==> src/rtl/nq_mem_arbiter.sv <==
// Arbitrates the single NanoQuarter memory port between instruction fetch and the
// data-memory stage, with data priority, a fetch starvation guard and pipeline stall.
module nq_mem_arbiter #(
    parameter int ADDR_W         = 16,
    parameter int DATA_W         = 16,
    parameter int MAX_DATA_BURST = 3
) (
    input  logic              clk,
    input  logic              rst,
    input  logic              if_req,
    input  logic [ADDR_W-1:0] if_addr,
    output logic              if_ack,
    output logic [DATA_W-1:0] if_rdata,
    input  logic              dm_rd,
    input  logic              dm_wrt,
    input  logic [ADDR_W-1:0] dm_addr,
    input  logic [DATA_W-1:0] dm_wdata,
    output logic              dm_ack,
    output logic [DATA_W-1:0] dm_rdata,
    output logic              mem_req,
    output logic              mem_we,
    output logic [ADDR_W-1:0] mem_addr,
    output logic [DATA_W-1:0] mem_wdata,
    input  logic              mem_ready,
    input  logic [DATA_W-1:0] mem_rdata,
    output logic              stall_flg,
    output logic              err_flg
);

    localparam int            BW        = $clog2(MAX_DATA_BURST + 1);
    localparam logic [BW-1:0] BURST_MAX = BW'(MAX_DATA_BURST);

    typedef enum logic [1:0] {
        IDLE,
        BUSY_D,
        BUSY_F
    } state_t;

    state_t            state_q, state_d;
    logic [BW-1:0]     burst_cnt_q, burst_cnt_d;
    logic              mem_req_q, mem_req_d;
    logic              mem_we_q, mem_we_d;
    logic [ADDR_W-1:0] mem_addr_q, mem_addr_d;
    logic [DATA_W-1:0] mem_wdata_q, mem_wdata_d;
    logic              if_ack_q, if_ack_d;
    logic              dm_ack_q, dm_ack_d;
    logic [DATA_W-1:0] if_rdata_q, if_rdata_d;
    logic [DATA_W-1:0] dm_rdata_q, dm_rdata_d;
    logic              err_q, err_d;

    // A requester whose ack is high is not pending, so its finished request is never re-granted.
    logic dm_p;
    logic if_p;
    assign dm_p = (dm_rd | dm_wrt) & ~dm_ack_q;
    assign if_p = if_req & ~if_ack_q;

    always_comb begin
        state_d     = state_q;
        burst_cnt_d = burst_cnt_q;
        mem_req_d   = mem_req_q;
        mem_we_d    = mem_we_q;
        mem_addr_d  = mem_addr_q;
        mem_wdata_d = mem_wdata_q;
        if_ack_d    = 1'b0;
        dm_ack_d    = 1'b0;
        if_rdata_d  = if_rdata_q;
        dm_rdata_d  = dm_rdata_q;
        err_d       = err_q;

        case (state_q)
            IDLE: begin
                if (mem_ready) begin
                    err_d = 1'b1;
                end
                if (dm_p && !(if_p && (burst_cnt_q == BURST_MAX))) begin
                    state_d     = BUSY_D;
                    mem_req_d   = 1'b1;
                    mem_addr_d  = dm_addr;
                    mem_wdata_d = dm_wdata;
                    mem_we_d    = dm_wrt;
                    if (dm_rd && dm_wrt) begin
                        err_d = 1'b1;
                    end
                    // Count only data grants that made a pending fetch wait; saturate at the limit.
                    if (!if_p) begin
                        burst_cnt_d = '0;
                    end else if (burst_cnt_q != BURST_MAX) begin
                        burst_cnt_d = burst_cnt_q + BW'(1);
                    end
                end else if (if_p) begin
                    state_d     = BUSY_F;
                    mem_req_d   = 1'b1;
                    mem_addr_d  = if_addr;
                    mem_we_d    = 1'b0;
                    burst_cnt_d = '0;
                end
            end
            BUSY_D: begin
                if (mem_ready) begin
                    state_d   = IDLE;
                    mem_req_d = 1'b0;
                    dm_ack_d  = 1'b1;
                    if (!mem_we_q) begin
                        dm_rdata_d = mem_rdata;
                    end
                end
            end
            BUSY_F: begin
                if (mem_ready) begin
                    state_d    = IDLE;
                    mem_req_d  = 1'b0;
                    if_ack_d   = 1'b1;
                    if_rdata_d = mem_rdata;
                end
            end
            default: begin
                state_d   = IDLE;
                mem_req_d = 1'b0;
            end
        endcase
    end

    always_ff @(posedge clk or posedge rst) begin
        if (rst) begin
            state_q     <= IDLE;
            burst_cnt_q <= '0;
            mem_req_q   <= 1'b0;
            mem_we_q    <= 1'b0;
            mem_addr_q  <= '0;
            mem_wdata_q <= '0;
            if_ack_q    <= 1'b0;
            dm_ack_q    <= 1'b0;
            if_rdata_q  <= '0;
            dm_rdata_q  <= '0;
            err_q       <= 1'b0;
        end else begin
            state_q     <= state_d;
            burst_cnt_q <= burst_cnt_d;
            mem_req_q   <= mem_req_d;
            mem_we_q    <= mem_we_d;
            mem_addr_q  <= mem_addr_d;
            mem_wdata_q <= mem_wdata_d;
            if_ack_q    <= if_ack_d;
            dm_ack_q    <= dm_ack_d;
            if_rdata_q  <= if_rdata_d;
            dm_rdata_q  <= dm_rdata_d;
            err_q       <= err_d;
        end
    end

    assign mem_req   = mem_req_q;
    assign mem_we    = mem_we_q;
    assign mem_addr  = mem_addr_q;
    assign mem_wdata = mem_wdata_q;
    assign if_ack    = if_ack_q;
    assign dm_ack    = dm_ack_q;
    assign if_rdata  = if_rdata_q;
    assign dm_rdata  = dm_rdata_q;
    assign err_flg   = err_q;
    // Held low during reset so every output reads 0 while rst is asserted.
    assign stall_flg = (dm_p | if_p) & ~rst;

endmodule
==> config.mk <==
export PLATFORM = sky130hd
export DESIGN_NAME = nq_mem_arbiter
export DESIGN_NICKNAME = d
export VERILOG_FILES = /design/src/rtl/nq_mem_arbiter.sv
export SDC_FILE = /design/constraint.sdc
export NUM_CORES = 1
export LEC_CHECK = 0
export CORE_ASPECT_RATIO = 0.75
export CORE_MARGIN = 2
export CORE_UTILIZATION = 40
export CTS_CLUSTER_DIAMETER = 150
export DETAILED_ROUTE_END_ITERATION = 8
export PLACE_DENSITY = 0.87
export RECOVER_POWER = 50
export SETUP_SLACK_MARGIN = 0.2
export SLEW_MARGIN = 5
export SYNTH_ARGS = -nofsm -noshare
export SYNTH_HDL_FRONTEND = slang
export SYNTH_SLANG_ARGS = --single-unit
==> constraint.sdc <==
create_clock -name clk -period 3.45 [get_ports clk]
set_clock_uncertainty 0.1 [all_clocks]
set_input_delay 0.8625 -clock clk [delete_from_list [all_inputs] [get_ports clk]]
set_output_delay 0.8625 -clock clk [all_outputs]
set_load 0.1 [all_outputs]
# ---- Word level (Yosys, flattened, before mapping)
# Cells that the tools add are included.
dict set report word_totals {
  out_inout_bits 70
  elab_cells 63
  ff_bits 73
}
dict set report op_classes {
  mux 22
  n_reduce_logical 13
  eq_ne 7
  add_sub_neg 1
  bitwise_logic 9
}
# operator n
set ops {}
lappend ops {{$mux W16} 2}
lappend ops {{$mux W2} 7}
lappend ops {{$mux W1} 11}
lappend ops {{$reduce_and A2 Y1} 4}
lappend ops {{$reduce_and A3 Y1} 2}
lappend ops {{$eq A2 B2 Y1 const B} 2}
lappend ops {{$not A1 Y1} 4}
lappend ops {{$pmux W2 S2} 1}
lappend ops {{$and A1 B1 Y1} 3}
lappend ops {{$logic_and A1 B1 Y1} 3}
lappend ops {{$ne A3 B2 Y1 const B} 1}
lappend ops {{$ne A3 B3 Y1 const B} 1}
lappend ops {{$add A2 B1 Y2 const B} 1}
lappend ops {{$eq A2 B1 Y1 const B} 1}
lappend ops {{$logic_not A2 Y1} 1}
lappend ops {{$ne A2 B1 Y1 const B} 1}
lappend ops {{$ne A2 B2 Y1 const B} 1}
lappend ops {{$or A1 B1 Y1} 2}
lappend ops {{$pmux W1 S2} 1}
lappend ops {{$reduce_bool A2 Y1} 1}
lappend ops {{$reduce_or A2 Y1} 1}
lappend ops {{$logic_not A1 Y1} 1}

# ---- Longest topological paths before layout
# Gate-level depths: netlist of the first run.
dict set report depth {
  ltp_word 7
  mapped_depth 7
  mapped_depth_nobuf 5
}

# ---- Least setup slack after synthesis of the first run
# Ideal clock, no wire load.
dict set report synth_timing {
  kind {reg2out}
  startpoint {register dm_ack_q, in the netlist dm_ack}
  endpoint {output stall_flg}
  path_buffers 1
  arrival_ps 2796
  slack_ps -309
  stages_incl_launch_ff 4
  cell_sequence {dfrtp_1 o21bai_1 clkbuf_1 a21oi_1}
}
dict set report synth_between {
  elab_chain_len 4
}
# item line
set synth_rtl {}
lappend synth_rtl {{start, declared} 46} ;# logic dm_ack_q, dm_ack_d;
lappend synth_rtl {{start signal, assigned} 144} ;# dm_ack_q <= dm_ack_d;
lappend synth_rtl {{$not A1 Y1} 54} ;# assign dm_p = (dm_rd | dm_wrt) & ~dm_ack_q;
lappend synth_rtl {{$and A1 B1 Y1} 54}
lappend synth_rtl {{$or A1 B1 Y1} 161} ;# assign stall_flg = (dm_p | if_p) & ~rst;
lappend synth_rtl {{$and A1 B1 Y1} 161}
lappend synth_rtl {{end, declared} 26} ;# output logic stall_flg,
# No other way between the ends.

# ---- Final worst setup path of the first run
dict set report layout_timing {
  startpoint {input if_req}
  endpoint {output stall_flg}
}
dict set report layout_between {
  elab_chain_len 3
}
# item line
set layout_rtl {}
lappend layout_rtl {{start, declared} 10} ;# input logic if_req,
lappend layout_rtl {{$and A1 B1 Y1} 55} ;# assign if_p = if_req & ~if_ack_q;
lappend layout_rtl {{$or A1 B1 Y1} 161}
lappend layout_rtl {{$and A1 B1 Y1} 161}
# No other way between the ends.

==> results.txt, run 1 <==
* Multiplexer fraction of the synthesized cell area: 0.178
* Effective utilization at floorplan: 0.409
- PostCTS Resize Cnt: 0
* Yosys warnings: 0
* GRT Total Usage: 0.195
- The worst setup path is captured at an output port.
* Overall overflow remaining after global route: 0
- The layout has 668 filler cells.
- Core Box Area: 0.00781 mm2
- Ratio of cells with drive above 1 in the final layout: 0.318
- The first global-routing pass estimated 13,100 um of wire.
* Worst max-slew margin expressed relative to the limit: -0.211
* Via count of the first global-routing pass: 2,743
- The checks that failed: max-capacitance violations, max-slew violations.
- Synthesized cell area: 0.00319 mm2
- Start-to-end type of the worst setup path: input port to output port
* Cells after synthesis: 247
* Die footprint: 0.00872 mm2
* Clk slew on worst S/H paths: 70 ps
- At the later pin of the worst-skew pair, clock insertion delay measures 340 ps.
- Antenna violations before repair: 0
* Post-synth EDFFs: 0
- The flow ran to the end, but the final reports show violations.
- Post-layout nets: 459
* Clock root buffer: sky130_fd_sc_hd__clkbuf_8
- Measured along the x axis, the die boundary spans 107 um.
- Count of maximum capacitance violations: 2
- Number of buffer cells added on primary ports: 139
* Sink count of the clock tree: 73
- Parity-gate share of the synthesized area counting xor and xnor cells: 0
- Slew of the pin with the lowest slew margin: 1820 ps
- Maximum clock frequency: 329 MHz
- Setup repair after global routing missed its margin: no
* Worst hold path type: flip-flop to flip-flop
- Yosys mapped the design onto 34 distinct sky130hd cell types.
- For this block, the via count after detailed routing is 2,627.
* Post-CTS setup buffer count: 0
- Dividing the detail-routed wire length by the instance count gives 16.9 um.
- Number of placement rows: 28
* Violation count after the first detailed-routing iteration: 121
- Top Ports: 140
- The first detailed-routing pass took 4 iterations.
* Data arrival time at the worst-slack endpoint: 2080 ps
- STA puts the critical path data required time at 2490 ps.
* Final number of setup-violating endpoints: 0
* Post-synthesis net count: 321
- Of all nets on the critical path, the largest fanout is 6.
- Final routed wirelength across all metal layers: 8380 um
- TritonCTS built the clock tree.
- Number of endpoints with negative hold slack in the final report: 0
- The worst setup path is launched from an input port.
- Dividing the final minimum period by the clock period gives 0.881.
- The number of max-slew violations in the final report came to 75.
* Count of hold-fix buffers inserted at cts: 0
- Of the total synthesized cell area, the portion taken by AND, OR, NAND and NOR gates is 0.0686.
- Final Critical Period: 3040 ps
- Clock Path Buffers: 2
- Once detail routing completed, the nets flagged for antenna violations numbered 0.
* HPWL after DPL: 6060 um
- Entering global routing, the biggest net connects 40 pins.
- After synthesis, the largest family of logic cells by area is multiplexers.
* Worst-case hold slack: 408 ps
- Fin Setup TNS: 0 ps
- Final estimated routing congestion in global placement: 0.835
* Number of levels the H-tree was split into: 3
- Among all flip-flop cells after synthesis, the most frequent one is sky130_fd_sc_hd__dfrtp_1.
* Via density: 5.31
- Of the total synthesized cell area, the portion taken by full adders, half adders and majority gates is 0.0157.
- Number of antenna diodes: 0
- Worst path slowest cell: sky130_fd_sc_hd__clkdlybuf4s50_1
- The die is 81.4 um tall.
- The synthesized-area fraction occupied by ao, oa, aoi and oai cells came to 0.127.
- Highest-count cells in the layout ignoring fill and taps: sky130_fd_sc_hd__dfrtp_1, sky130_fd_sc_hd__clkdlybuf4s50_1, sky130_fd_sc_hd__buf_4
* DR DRC count: 0
- Register bit total from synthesis: 73
- Per-instance average area after synthesis: 12.9 um2
* Async set-reset flop share out of synthesis: 1.00
* Cells traversed along the worst timing path: clkdlybuf4s50_1, nand2b_1, a21oi_2, buf_12
- For this run, the register share of the synthesized area comes to 0.572.
- Largest stage delay on the critical path: 580 ps
- Leaving out fill and tap cells, the most frequent cell in the layout is sky130_fd_sc_hd__dfrtp_1.
- In this run, CTS created clock tree buffers numbering 9.
- Area growth syn-to-layout: 46.4%
==> final timing paths <==
path	from	end	slack (ps)	cells past startpoint
worst min register to register	if_rdata[10]	if_rdata[10]	410	1
worst max register to register	state_q[0]	if_rdata[13]	1280	5
worst max-delay path	if_req	stall_flg	410	4
max in group asynchronous	rst	dm_rdata[11]	600	3
min in group asynchronous	rst	mem_addr[13]	1450	3
worst min-delay path	if_rdata[10]	if_rdata[10]	410	1
==> registers in the layout, indices dropped and copies added, names as in the netlist <==
name,count
state_q,2
if_rdata,16
mem_req,1
mem_wdata,16
dm_rdata,16
mem_addr,16
dm_ack,1
err_flg,1
burst_cnt_q,2
mem_we,1
if_ack,1
==> cells by family (layout without fill, tap and decap cells) <==
group,after synthesis,in the layout
flops,73,73
compound gates,62,62
mux,48,48
simple gates,36,36
buf+inv,24,167
fa+ha+maj,4,4
==> metal layers <==
metal | vias up | part of all wire | wire, um | GRT usage
met2 | 136 | 0.50 | 4170 | 0.333
li1 | 1192 | - | - | -
met5 | - | 0 | 0 | 0
met3 | 8 | 0.10 | 836 | 0.0835
met1 | 1291 | 0.40 | 3320 | 0.228
met4 | 0 | 0.0067 | 56 | 0.0494
==> worst max-delay path: cells and delay by family <==
kind	cells	cell delay [ps]
buf+inv	2	770
compound gates	1	220
simple gates	1	210
==> cells in the mapped netlist (2+ instances only) <==
master | number | area, um2
sky130_fd_sc_hd__and3b_1 | 2 | 17.5
sky130_fd_sc_hd__nand2b_1 | 3 | 18.8
sky130_fd_sc_hd__inv_1 | 4 | 15.0
sky130_fd_sc_hd__a31oi_1 | 16 | 100
sky130_fd_sc_hd__nand4_1 | 3 | 18.8
sky130_fd_sc_hd__nand3_1 | 18 | 90.1
sky130_fd_sc_hd__buf_6 | 2 | 22.5
sky130_fd_sc_hd__mux2_2 | 41 | 462
sky130_fd_sc_hd__nor2b_1 | 3 | 18.8
sky130_fd_sc_hd__buf_2 | 7 | 35.0
sky130_fd_sc_hd__a22o_1 | 2 | 17.5
sky130_fd_sc_hd__mux2_4 | 7 | 105
sky130_fd_sc_hd__a21oi_1 | 3 | 15.0
sky130_fd_sc_hd__nand2_1 | 2 | 7.51
sky130_fd_sc_hd__o21ai_0 | 17 | 85.1
sky130_fd_sc_hd__a211oi_1 | 16 | 120
sky130_fd_sc_hd__dfrtp_1 | 73 | 1830
sky130_fd_sc_hd__clkbuf_1 | 9 | 33.8
sky130_fd_sc_hd__ha_1 | 4 | 50.1
==> per-stage QoR <==
stage	cells	util	setup WS (ps)	area, um2
after floorplan	247	-	308	3200
after global placement	479	0.578	437	4520
after detailed placement	479	0.578	411	4520
after CTS	495	0.610	405	4760
after global routing	495	0.598	184	4670
final	495	0.598	411	4670
==> final cells by class <==
| type | instances | area, um2 | share of cell area |
|---|---|---|---|
| inverters | 4 | 15.0 | 0.00321 |
| repair buffers | 147 | 1210 | 0.259 |
| well taps | 105 | 131 | 0.0281 |
| clock buffers | 11 | 141 | 0.0302 |
| multi-input cells | 150 | 1240 | 0.266 |
| clock inverters | 5 | 103 | 0.0219 |
| flip-flops and latches | 73 | 1830 | 0.391 |
Power of run 1 is not shown: default switching activity piles up to over one toggle a cycle in this logic, so the estimate is an artifact.
==> inputs of run 2 (changes only) <==
Settings changed: CORE_ASPECT_RATIO 0.75 to 0.6.
==> results.txt, run 2 (synthesis gave the netlist of run 1 again) <==
- Run status: completed
- The cell count of the worst reg-to-reg path was 4 (-1).
- Critical path launch point type: input port
* Number of placement rows: 25 (-11%)
- Die width: 119 um (+11%)
- Sum of met2 wire segment lengths after detailed routing: 4020 um (-3.7%)
- Count of hold-fix buffers inserted at cts: 0 (unchanged)
- The worst register-to-register path begins at state_q[0].
- The setup slack on the worst flop-to-flop path came to 1050 ps (-230 ps).
- Effective utilization at floorplan: 0.408 (about the same)
- The final antenna diode count was 0 (unchanged).
- Post-layout nets: 458 (-0.22%)
- The die height was 73.2 um (-10%).
- Most common cell after layout, fill and taps aside: sky130_fd_sc_hd__dfrtp_1
- DR DRC count: 0 (unchanged)
- The worst setup path is captured at an output port.
- HPWL after DPL: 6140 um (+1.2%)
- Remaining number of nets flagged by the antenna check after routing: 0 (unchanged)
* Area growth syn-to-layout: 42.3%
* Number of buffer cells added on primary ports: 139 (unchanged)
- The endpoint identified for the worst register-to-register timing path is mem_addr[7].
* Die footprint: 0.00874 mm2 (+0.18%)
- The maximum number of buffers from clock root to sink came to 2 (unchanged).
* Drt wl/cell: 17.1 um (+1.2%)
- The total wire length came to 8520 um (+1.6%).
- Setup repair after global routing left no endpoint under its margin.
- Post-Route M1 WL: 3640 um (+9.8%)
- The number of maximum-capacitance violations is 0 (-2).
- Maximum clock frequency: 324 MHz (-1.6%)
* Top Ports: 140 (unchanged)
- The critical path data arrival time was 2130 ps (+50 ps).
- Highest-count cells in the layout ignoring fill and taps: sky130_fd_sc_hd__dfrtp_1, sky130_fd_sc_hd__clkbuf_1, sky130_fd_sc_hd__clkdlybuf4s50_1
- The final RePlAce weighted congestion is 0.803 (-3.8%).
- Worst max-slew margin expressed relative to the limit: 0.194 (+0.404)
- Routed length on met3: 785 um (-6.1%)
* Wire length of the first global-routing pass: 13,800 um (+5.7%)
- Via density: 5.28 (-0.44%)
* Worst hold path type: flip-flop to flip-flop
- The total vias in the final route came to 2,626 (-0.038%).
- TritonCTS built the clock tree.
- The detailed router used layers up to and including met4.
* Clock root buffer: sky130_fd_sc_hd__clkbuf_16
* Clk slew on worst S/H paths: 50 ps (-20 ps)
- The post-CTS setup buffer count is 0 (unchanged).
* Slew of the pin with the lowest slew margin: 1210 ps (-608 ps)
- For hold timing, the worst endpoint is err_flg.
- The critical path in this run is classified as input port to output port.
- Overall overflow remaining after global route: 0 (unchanged)
- The via count of the first global-routing pass was 2,692 (-1.9%).
- The number of max-slew violations in the final report is 0 (-100%).
* PostCTS Resize Cnt: 0 (unchanged)
* Hold Path Cell Cnt: 2 (+1)
- The placed instance area was 0.00450 mm2 (-0.36%).
* Number of endpoints with negative hold slack in the final report: 0 (unchanged)
- The post-route clock period utilization came to 0.895 (+0.0140).
* Worst EP required: 2490 ps (about the same)
- The total of endpoints with negative setup slack in the final report came to 0 (unchanged).
* Number of iterations in the first detailed-routing pass: 4 (unchanged)
- Core Box Area: 0.00782 mm2 (about the same)
- The total negative setup slack came to 0 ps (unchanged).
* Worst Min Path Start: err_flg
- The H-tree depth reported by CTS came to 3 (unchanged).
- GRT Total Usage: 0.207 (+0.0116)
- The number of CTS-inserted buffers was 9 (unchanged).
- Violation count after the first detailed-routing iteration: 157 (+30%)
* Sink count of the clock tree: 73 (unchanged)
- Worst-path maximum fanout: 5 (-1)
- Ratio of cells with drive above 1 in the final layout: 0.195 (-0.123)
- The number of antenna violations at the first check in global routing was 0 (unchanged).
- The clock insertion delay at the later pin of the skew report is 320 ps (-20 ps).
- Area of all placed cells without fillers: 0.00454 mm2 (-2.8%)
- Final Critical Period: 3090 ps (+48.3 ps)
- The pin count of the biggest net entering global routing is 34 (-15%).
==> run 2: cell count changes in the layout (fill, tap and decap cells not counted), sizes merged <==
cell | previous run | this run
clkdlybuf4s50 | 68 | 67
clkinvlp | 1 | 0
clkinv | 1 | 2
clkbuf | 32 | 80
buf | 56 | 10
dlygate4sd3 | 1 | 2
clkdlybuf4s25 | 1 | 0
bufinv | 3 | 1
==> run 2: area by class of cell <==
class | count | area [um2]
multi-input cells | 150 | 1240
clock buffers | 13 | 250
fillers | 687 | 3280
inverters | 4 | 15.0
clock inverters | 3 | 40.0
well taps | 108 | 135
repair buffers | 146 | 1030
flip-flops and latches | 73 | 1830
==> run 2: per-stage QoR <==
stage	util	instances	hold slack, ps	setup slack [ps]
2_1_floorplan	-	247	370	308
3_3_place_gp	0.576	481	372	413
3_5_place_dp	0.576	481	373	277
4_1_cts	0.613	497	385	336
5_1_grt	0.581	497	416	256
6_report	0.581	497	383	362
==> run 2: worst max-delay path by stage <==
stage                     startpoint     endpoint  slack (ps)  depth (start not counted)
final                         dm_wrt    stall_flg         360                          4
after global routing          dm_wrt    stall_flg         260                          4
after CTS                     dm_wrt    stall_flg         340                          4
after detailed placement      dm_wrt  mem_addr[7]         280                          4
after global placement        dm_wrt    stall_flg         410                          4
after floorplan               dm_ack    stall_flg         310                          3
==> run 2: per-layer routing <==
metal	GRT usage	up-vias
li1	-	1190
met1	0.267	1302
met2	0.335	126
met3	0.0719	8
met4	0.0588	0
met5	0	-
==> run 2: worst max-delay path, cell delays in order <==
cell and delay, ps:
sky130_fd_sc_hd__clkdlybuf4s50_1 510, sky130_fd_sc_hd__o21bai_1 430, sky130_fd_sc_hd__a21oi_2 140, sky130_fd_sc_hd__buf_12 190
Power of run 2 is left out for the same reason.
==> inputs of run 3 (changes only) <==
Settings changed: PLACE_DENSITY 0.87 to 0.76.
==> results.txt, run 3 (synthesis gave the netlist of run 1 again) <==
- The flow ran to the end, but the final reports show violations.
* Failing checks: max-capacitance violations, max-slew violations
- Drt wl/cell: 16.9 um (-1.4%)
- The number of placement rows came to 25 (unchanged).
- The I/O pin count came to 140 (unchanged).
* Worst EP required: 2490 ps (about the same)
- The number of CTS-inserted buffers is 9 (unchanged).
- HPWL after DPL: 5920 um (-3.6%)
* Sink count of the clock tree: 73 (unchanged)
- The fraction of final layout cells sized beyond drive strength 1 is 0.282 (+0.0867).
- In the layout the commonest cells are sky130_fd_sc_hd__dfrtp_1, sky130_fd_sc_hd__clkdlybuf4s50_1, sky130_fd_sc_hd__mux2_2, sky130_fd_sc_hd__buf_4, sky130_fd_sc_hd__clkbuf_1.
- Area growth syn-to-layout: 47.1%
- The initial core utilization was 0.408 (unchanged).
- The setup path with the least slack is of type input port to output port.
- The final critical delay including setup and external delays was 3030 ps (-53.9 ps).
* TritonCTS clock tree: done
- Final number of setup-violating endpoints: 0 (unchanged)
- Total count of max-transition violations in the final report: 30 (+30)
- The detail-routed via count per cell came to 5.19 (-1.7%).
* Chip height: 73.2 um (unchanged)
- Post-CTS setup buffer count: 0 (unchanged)
* PostCTS Resize Cnt: 0 (unchanged)
- The core box area was 0.00782 mm2 (unchanged).
- Clock Path Buffers: 2 (unchanged)
* Fillcell total: 663 (-3.5%)
* Worst hold path type: flip-flop to flip-flop
* Worst-path maximum fanout: 5 (unchanged)
* Overall overflow remaining after global route: 0 (unchanged)
- The chip width was 119 um (unchanged).
* Remaining number of nets flagged by the antenna check after routing: 0 (unchanged)
- Endpoint kind of the worst setup timing path: output port
- Worst max-slew margin expressed relative to the limit: -0.0544 (-0.248)
- Leaving out fill and tap cells, the most frequent cell in the layout is sky130_fd_sc_hd__dfrtp_1.
- The via count of the first global-routing pass is 2,558 (-5.0%).
* Fin Setup TNS: 0 ps (unchanged)
- The total wire length was 8420 um (-1.2%).
- The H-tree depth reported by CTS is 3 (unchanged).
- Clock network latency to the later pin of the worst-skew pair: 330 ps (about the same)
- The number of maximum-capacitance violations is 1 (+1).
- The register clock-pin slew on the reported worst setup and hold paths is 60 ps (about the same).
- Setup repair after global routing left no endpoint under its margin.
- The number of iterations in the first detailed-routing pass was 4 (unchanged).
- The critical path data arrival time was 2070 ps (-60 ps).
- Number of buffer cells added on primary ports: 139 (unchanged)
- The post-route clock period utilization came to 0.879 (-0.0156).
- Via total after detailed routing: 2,587 (-1.5%)
* Slew of the pin with the lowest slew margin: 1580 ps (+373 ps)
* Clock root buffer: sky130_fd_sc_hd__clkbuf_16
* Number of antenna diodes: 0 (unchanged)
- Antenna violations before repair: 0 (unchanged)
* Die footprint: 0.00874 mm2 (unchanged)
- Number of endpoints with negative hold slack in the final report: 0 (unchanged)
- Violation count after the first detailed-routing iteration: 186 (+18%)
- Count of hold-fix buffers inserted at cts: 0 (unchanged)
- The overall global routing resource usage was 0.197 (-0.00910).
- Maximum clock frequency: 330 MHz (+1.8%)
* Critical path launch point type: input port
- The final RePlAce weighted congestion is 0.804 (+0.14%).
- Maximum number of pins on one net before global-route repair: 45 (+32%)
* DR DRC count: 0 (unchanged)
- Wire length of the first global-routing pass: 13,300 um (-3.5%)
* Post-layout nets: 459 (+0.22%)
==> run 3: cell types whose count changed in the layout (fill, tap and decap cells not counted), sizes merged <==
cell and delta:
inv -1, clkinv +2, buf +32, clkbuf -33, bufinv +1
==> run 3: path summary, 6_finish.rpt <==
check | from | end | slack [ps] | depth (start not counted)
setup / recovery | if_req | stall_flg | 420 | 4
hold / removal | burst_cnt_q[1] | burst_cnt_q[1] | 400 | 1
setup reg to reg | state_q[1] | mem_addr[14] | 1070 | 4
hold reg to reg | burst_cnt_q[1] | burst_cnt_q[1] | 400 | 1
max in group asynchronous | rst | mem_wdata[15] | 850 | 3
min in group asynchronous | rst | dm_rdata[1] | 1290 | 3
==> run 3: layout make-up <==
class / count / area [um2] / share of cell area
Clock buffer: 11 / 243 / 0.0517
Timing Repair Buffer: 147 / 1150 / 0.246
Multi-Input combinational cell: 150 / 1240 / 0.265
Inverter: 4 / 15.0 / 0.00320
Sequential cell: 73 / 1830 / 0.389
Clock inverter: 5 / 78.8 / 0.0168
Tap cell: 108 / 135 / 0.0288
==> run 3: critical path, stage by stage <==
cell and delay (ps):
sky130_fd_sc_hd__clkdlybuf4s50_1 610, sky130_fd_sc_hd__nand2b_1 160, sky130_fd_sc_hd__a21oi_2 230, sky130_fd_sc_hd__buf_12 200
==> run 3: metal layers <==
layer / track usage / vias to the layer above / share of wire
met2: 0.288 / 124 / 0.43
met3: 0.0805 / 8 / 0.11
li1: - / 1195 / -
met1: 0.273 / 1260 / 0.45
met5: 0 / - / 0
met4: 0.0549 / 0 / 0.011
==> run 3: metrics by stage <==
stage	utilization	setup WS [ps]	hold WS, ps	instances	instance area [um2]
floorplan	-	308	370	247	3200
global placement	0.577	180	367	482	4510
detailed placement	0.577	170	387	482	4510
CTS	0.618	445	400	498	4830
global route	0.601	338	420	498	4700
finish	0.601	416	395	498	4700
Power of run 3 is left out for the same reason.
